==> src/rtl/rf_write_arbiter_if.sv <==
// Handshake bundle between the two register-file write requesters and rf_write_arbiter,
// plus the arbiter's registered write port and contention counter.
interface rf_write_arbiter_if #(
    parameter int DATA_W = 16,
    parameter int ADR_W  = 2
);
    logic              req0_valid;
    logic [ADR_W-1:0]  req0_adr;
    logic [DATA_W-1:0] req0_data;
    logic              req0_ready;

    logic              req1_valid;
    logic [ADR_W-1:0]  req1_adr;
    logic [DATA_W-1:0] req1_data;
    logic              req1_ready;

    logic              write_en;
    logic [ADR_W-1:0]  write_adr;
    logic [DATA_W-1:0] write_data;
    logic              grant_id;
    logic [7:0]        conflict_cnt;

    // Requester side (ALU writeback and load unit, plus the register file observing the write port).
    modport master (
        output req0_valid, req0_adr, req0_data,
        input  req0_ready,
        output req1_valid, req1_adr, req1_data,
        input  req1_ready,
        input  write_en, write_adr, write_data, grant_id, conflict_cnt
    );

    // Arbiter side.
    modport slave (
        input  req0_valid, req0_adr, req0_data,
        output req0_ready,
        input  req1_valid, req1_adr, req1_data,
        output req1_ready,
        output write_en, write_adr, write_data, grant_id, conflict_cnt
    );
endinterface

==> src/rtl/rf_write_arbiter.sv <==
// Two-requester register-file write arbiter with a registered single write port.
// Define RF_ARB_ROUND_ROBIN_EN for alternating priority; otherwise the load unit (req1) always wins.
module rf_write_arbiter #(
    parameter int DATA_W = 16,
    parameter int ADR_W  = 2
) (
    input logic          clk,
    input logic          reset,
    rf_write_arbiter_if.slave bus
);

    logic              contended;
    logic              any_valid;
    logic              xfer;
    logic              winner;
    logic [ADR_W-1:0]  win_adr;
    logic [DATA_W-1:0] win_data;

    logic              write_en_q;
    logic [ADR_W-1:0]  write_adr_q;
    logic [DATA_W-1:0] write_data_q;
    logic              grant_id_q;
    logic [7:0]        conflict_cnt_q;

`ifdef RF_ARB_ROUND_ROBIN_EN
    logic              prio_ptr;
`endif

    assign contended = bus.req0_valid & bus.req1_valid;
    assign any_valid = bus.req0_valid | bus.req1_valid;
    // Requests offered while reset is high are never accepted, so nothing leaks past reset.
    assign xfer      = any_valid & ~reset;

    always_comb begin
        // NOTE: every output of a combinational block gets a default first, so no path can infer a latch.
        winner = 1'b0;
        if (contended) begin
`ifdef RF_ARB_ROUND_ROBIN_EN
            winner = prio_ptr;
`else
            winner = 1'b1;
`endif
        end else begin
            winner = bus.req1_valid;
        end
    end

    always_comb begin
        win_adr  = bus.req0_adr;
        win_data = bus.req0_data;
        if (winner) begin
            win_adr  = bus.req1_adr;
            win_data = bus.req1_data;
        end
    end

    assign bus.req0_ready = xfer & ~winner;
    assign bus.req1_ready = xfer &  winner;

    always_ff @(posedge clk) begin
        // NOTE: sequential state uses non-blocking assignments so all registers sample the same pre-edge values.
        if (reset) begin
            write_en_q     <= 1'b0;
            write_adr_q    <= '0;
            write_data_q   <= '0;
            grant_id_q     <= 1'b0;
            conflict_cnt_q <= 8'd0;
        end else begin
            write_en_q <= xfer;
            if (xfer) begin
                write_adr_q  <= win_adr;
                write_data_q <= win_data;
                grant_id_q   <= winner;
            end
            if (contended && (conflict_cnt_q != 8'hFF)) begin
                conflict_cnt_q <= conflict_cnt_q + 8'd1;
            end
        end
    end

`ifdef RF_ARB_ROUND_ROBIN_EN
    // After a contended grant the loser gets priority next time; uncontended grants leave it alone.
    always_ff @(posedge clk) begin
        if (reset) begin
            prio_ptr <= 1'b0;
        end else if (contended) begin
            prio_ptr <= ~winner;
        end
    end
`endif

    assign bus.write_en     = write_en_q;
    assign bus.write_adr    = write_adr_q;
    assign bus.write_data   = write_data_q;
    assign bus.grant_id     = grant_id_q;
    assign bus.conflict_cnt = conflict_cnt_q;

    a_ready_exclusive : assert property (@(posedge clk) !(bus.req0_ready && bus.req1_ready));
    a_no_ready_in_reset : assert property (@(posedge clk) reset |-> !(bus.req0_ready || bus.req1_ready));

endmodule

==> src/flat_wrapper.sv <==
// flat-port wrapper written by rule: the top's interface ports become plain ports
module rf_write_arbiter_flat 
#(
    parameter int DATA_W = 16,
    parameter int ADR_W  = 2
)
  (clk, reset, bus_req0_valid, bus_req0_adr, bus_req0_data, bus_req0_ready, bus_req1_valid, bus_req1_adr, bus_req1_data, bus_req1_ready, bus_write_en, bus_write_adr, bus_write_data, bus_grant_id, bus_conflict_cnt);
  rf_write_arbiter_if #(.DATA_W(DATA_W), .ADR_W(ADR_W)) bus_i ();
  input logic clk;
  input logic reset;
  input wire logic [$bits(bus_i.req0_valid)-1:0] bus_req0_valid;
  input wire logic [$bits(bus_i.req0_adr)-1:0] bus_req0_adr;
  input wire logic [$bits(bus_i.req0_data)-1:0] bus_req0_data;
  output wire logic [$bits(bus_i.req0_ready)-1:0] bus_req0_ready;
  input wire logic [$bits(bus_i.req1_valid)-1:0] bus_req1_valid;
  input wire logic [$bits(bus_i.req1_adr)-1:0] bus_req1_adr;
  input wire logic [$bits(bus_i.req1_data)-1:0] bus_req1_data;
  output wire logic [$bits(bus_i.req1_ready)-1:0] bus_req1_ready;
  output wire logic [$bits(bus_i.write_en)-1:0] bus_write_en;
  output wire logic [$bits(bus_i.write_adr)-1:0] bus_write_adr;
  output wire logic [$bits(bus_i.write_data)-1:0] bus_write_data;
  output wire logic [$bits(bus_i.grant_id)-1:0] bus_grant_id;
  output wire logic [$bits(bus_i.conflict_cnt)-1:0] bus_conflict_cnt;
  assign bus_i.req0_valid = bus_req0_valid;
  assign bus_i.req0_adr = bus_req0_adr;
  assign bus_i.req0_data = bus_req0_data;
  assign bus_req0_ready = bus_i.req0_ready;
  assign bus_i.req1_valid = bus_req1_valid;
  assign bus_i.req1_adr = bus_req1_adr;
  assign bus_i.req1_data = bus_req1_data;
  assign bus_req1_ready = bus_i.req1_ready;
  assign bus_write_en = bus_i.write_en;
  assign bus_write_adr = bus_i.write_adr;
  assign bus_write_data = bus_i.write_data;
  assign bus_grant_id = bus_i.grant_id;
  assign bus_conflict_cnt = bus_i.conflict_cnt;
  rf_write_arbiter #(.DATA_W(DATA_W), .ADR_W(ADR_W)) u_core (.clk(clk), .reset(reset), .bus(bus_i));
endmodule
==> config.mk <==
export PLATFORM = sky130hd
export DESIGN_NAME = rf_write_arbiter_flat
export DESIGN_NICKNAME = d
export VERILOG_FILES = /design/src/rtl/rf_write_arbiter_if.sv /design/src/rtl/rf_write_arbiter.sv /design/src/flat_wrapper.sv
export SDC_FILE = /design/constraint.sdc
export NUM_CORES = 1
export LEC_CHECK = 0
export ABC_AREA = 1
export CAP_MARGIN = 5
export CORE_UTILIZATION = 40
export DETAILED_ROUTE_END_ITERATION = 10
export PLACE_DENSITY = 0.79
export SLEW_MARGIN = 10
export SYNTH_ARGS = -nofsm -noshare
export SYNTH_HDL_FRONTEND = slang
export SYNTH_SLANG_ARGS = --single-unit
==> constraint.sdc <==
create_clock -name clk -period 1.6 [get_ports clk]
set_input_delay 0.24 -clock clk [delete_from_list [all_inputs] [get_ports clk]]
set_output_delay 0.24 -clock clk [all_outputs]
set_load 0.03 [all_outputs]
==> impl_metrics.json <==
{
  "cts_buffer_depth": 2,
  "regToRegSetupSlack_ns": 0.21,
  "layout_commonest_cell": "nand2_1",
  "ant_nets": 0,
  "grt_pass1_vias": 1261,
  "syn_to_final_growth_pct": 57.2,
  "placed_cell_area_um2": 2180,
  "cts_sinks": 28,
  "period_share_pct": 98.0,
  "nNetsFinal": 327,
  "die_h_um": 61.3,
  "crit_fanout": 3,
  "drtIter0Drc": 85,
  "synth_area_um2": 1410,
  "antenna_found_initial": 0,
  "hold_depth": 2,
  "coreArea_um2": 3360,
  "place_inst": 324,
  "grt_pass1_wl_mm": 5.73,
  "worstHoldStart": "u_core.bus.write_data[12]",
  "critical-path-top-delay-family": "buffers and inverters",
  "wl_per_cell_um": 11.4,
  "worstPathArrival_ns": 1.33,
  "pin_count": 70,
  "final_cells": 331,
  "slew_viol_final": 0,
  "relSlewSlack_pct": 77.4,
  "grt_usage_pct": 20.3,
  "setup-tns-final_ns": 0,
  "cpMostUsedCell": "buf_4",
  "cts_buffers": 3,
  "holdWs_ns": 0.477,
  "cts_tree": "yes",
  "pwr_density_cell_nw_per_um2": 707,
  "crit_chain": "clkdlybuf4s50_1 -> o21ai_2 -> buf_4 -> nor2_4 -> buf_4",
  "overflow": 0,
  "slowest_delay_ns": 0.53,
  "clk_latency_ns": 0.33,
  "crit_type": "in -> out",
  "cp-start-kind": "input port",
  "final_cell_mix": "87 x nand2_1, 39 x clkdlybuf4s50_1, 28 x dfxtp_1",
  "fmax_mhz": 638,
  "drcViolationCount": 0,
  "worstHoldPathType": "reg -> reg",
  "ys_types": 20,
  "worst_pin_slew_ns": 0.341,
  "setup_viol": 0,
  "critPathBufInv": 3,
  "period_needed_ns": 1.57,
  "viasPerCell": 4.68,
  "finalClockSkew_ns": 0.00977,
  "n_antenna_cell": 0,
  "drive_above_1_share_pct": 16.5,
  "place_congestion": 0.942,
  "die_w_um": 61.3,
  "ir_worst_vdd_mv": 0.606,
  "r2r-end": "u_core.bus.conflict_cnt[0]",
  "dieArea_um2": 3760,
  "dr.pass1.iters": 4,
  "drv_cap": 0,
  "dp.final_hpwl_mm": 2.79,
  "avgSynthCellArea_um2": 6.86,
  "cp-end-kind": "output port",
  "clockRootBuffer": "clkbuf_4",
  "reg2reg_depth": 7,
  "synth_warnings": 0,
  "yosys_register_bits": 28,
  "ys_seq_area_share_pct": 39.9,
  "htree_levels": 1,
  "r2r-start": "u_core.bus.conflict_cnt[1]",
  "wirelength_mm": 3.79,
  "required_ns": 1.36,
  "clk_pin_slew_worst_paths_ns": 0.15,
  "hold_viol_final": 0,
  "crit_path_top_delay_cell": "clkdlybuf4s50_1",
  "nFillCells": 325,
  "ctsHoldBuffers": 0,
  "status": "finished, final reports clean",
  "num_vias": 1548,
  "num_rows": 21,
  "synth_fp_nets": 246,
  "p_leak_nw": 1.09,
  "start_util_pct": 41.8,
  "stdcell_area_um2": 2210,
  "grt_max_degree": 23,
  "syn-instance-count": 205,
  "hold-path-endpoint": "u_core.bus.write_data[12]",
  "io_buffers": 69
}
## cells by family (layout without fill, tap and decap cells)
logic type,Yosys count,count (layout),synth area share [%]
adder cells (fa/ha/maj),1,1,0.890
flip-flops,28,28,39.9
buffers and inverters,20,100,8.36
AO/OA/AOI/OAI,28,28,12.6
XOR/XNOR,1,1,0.623
AND/OR/NAND/NOR,127,127,37.6
## flip-flops by register name, summed over array words and instances, names as in the netlist
signal / cells
u_core.bus.grant_id: 1
u_core.bus.write_en: 1
u_core.bus.conflict_cnt: 8
u_core.bus.write_adr: 2
u_core.bus.write_data: 16
## what timing repair did
item / 4_1_cts / 5_1_grt
cloned: 1 / 0
buffers inserted: 1 / 1
endpoints found under the setup margin: 28 / 3
pin swaps: 2 / 1
resized for setup: 28 / 2
## worst max-delay path by stage
stage,startpoint,to,slack (ns),cells after the start
5_1_grt,bus_req1_valid,bus_req0_ready,-0.005,5
3_5_place_dp,bus_req1_valid,bus_req0_ready,-0.22,4
4_1_cts,u_core.bus.write_data[1],bus_write_data[1],0.004,1
2_1_floorplan,u_core.bus.conflict_cnt[1],u_core.bus.conflict_cnt[4],0.15,8
6_report,bus_req1_valid,bus_req0_ready,0.03,5
3_3_place_gp,bus_req1_valid,bus_req0_ready,-0.20,4
## power by group
| group | internal [mW] | switching, mW | total, mW |
|---|---|---|---|
| combinational | 0.210 | 0.250 | 0.460 |
| clock | 0.139 | 0.203 | 0.342 |
| sequential | 0.740 | 0.0214 | 0.762 |
## metal layers
metal | share of wire (%) | wire length (µm) | track usage [%]
met5 | 0 | 0 | 0
met4 | 0.48 | 18 | 1.95
met3 | 3.9 | 148 | 4.20
met2 | 54 | 2030 | 37.3
met1 | 42 | 1590 | 25.3
## tightest hold or removal path, cell delays in order, from the launching register on
cell     delay [ns]
dfxtp_1        0.34
nand2_1        0.06
a21oi_1        0.05
## metrics by stage
step | utilization [%] | total power [mW] | setup WS, ns
after floorplan | - | 1.03 | 0.151
after global placement | 64.7 | 1.25 | -0.201
after detailed placement | 64.7 | 1.26 | -0.222
after CTS | 65.4 | 1.58 | 0.00421
after global routing | 65.7 | 1.65 | -0.00500
final | 65.7 | 1.56 | 0.0326
## synthesized netlist by cell type
cell,instances,area share (%)
a21oi_1,15,5.3
a21oi_2,9,5.6
buf_12,1,1.4
buf_6,3,2.4
clkbuf_1,2,0.53
clkbuf_4,1,0.53
dfxtp_1,28,40
ha_1,1,0.89
inv_1,10,2.7
inv_2,3,0.80
nand2_1,87,23
nand2_2,1,0.45
nand2_4,1,0.80
nand3_1,8,2.8
nor2_1,19,5.1
nor2_2,10,4.4
nor2_4,1,0.80
o21ai_0,3,1.1
o21ai_2,1,0.62
xor2_1,1,0.62
## cell type report
cell class | count | area, µm² | share of cell area [%]
Timing Repair Buffer | 83 | 777 | 35.1
Inverter | 13 | 48.8 | 2.21
Sequential cell | 28 | 561 | 25.4
Tap cell | 46 | 57.6 | 2.60
Multi-Input combinational cell | 157 | 731 | 33.1
Clock buffer | 4 | 36.3 | 1.64
Power figures use the tool's default switching activity.
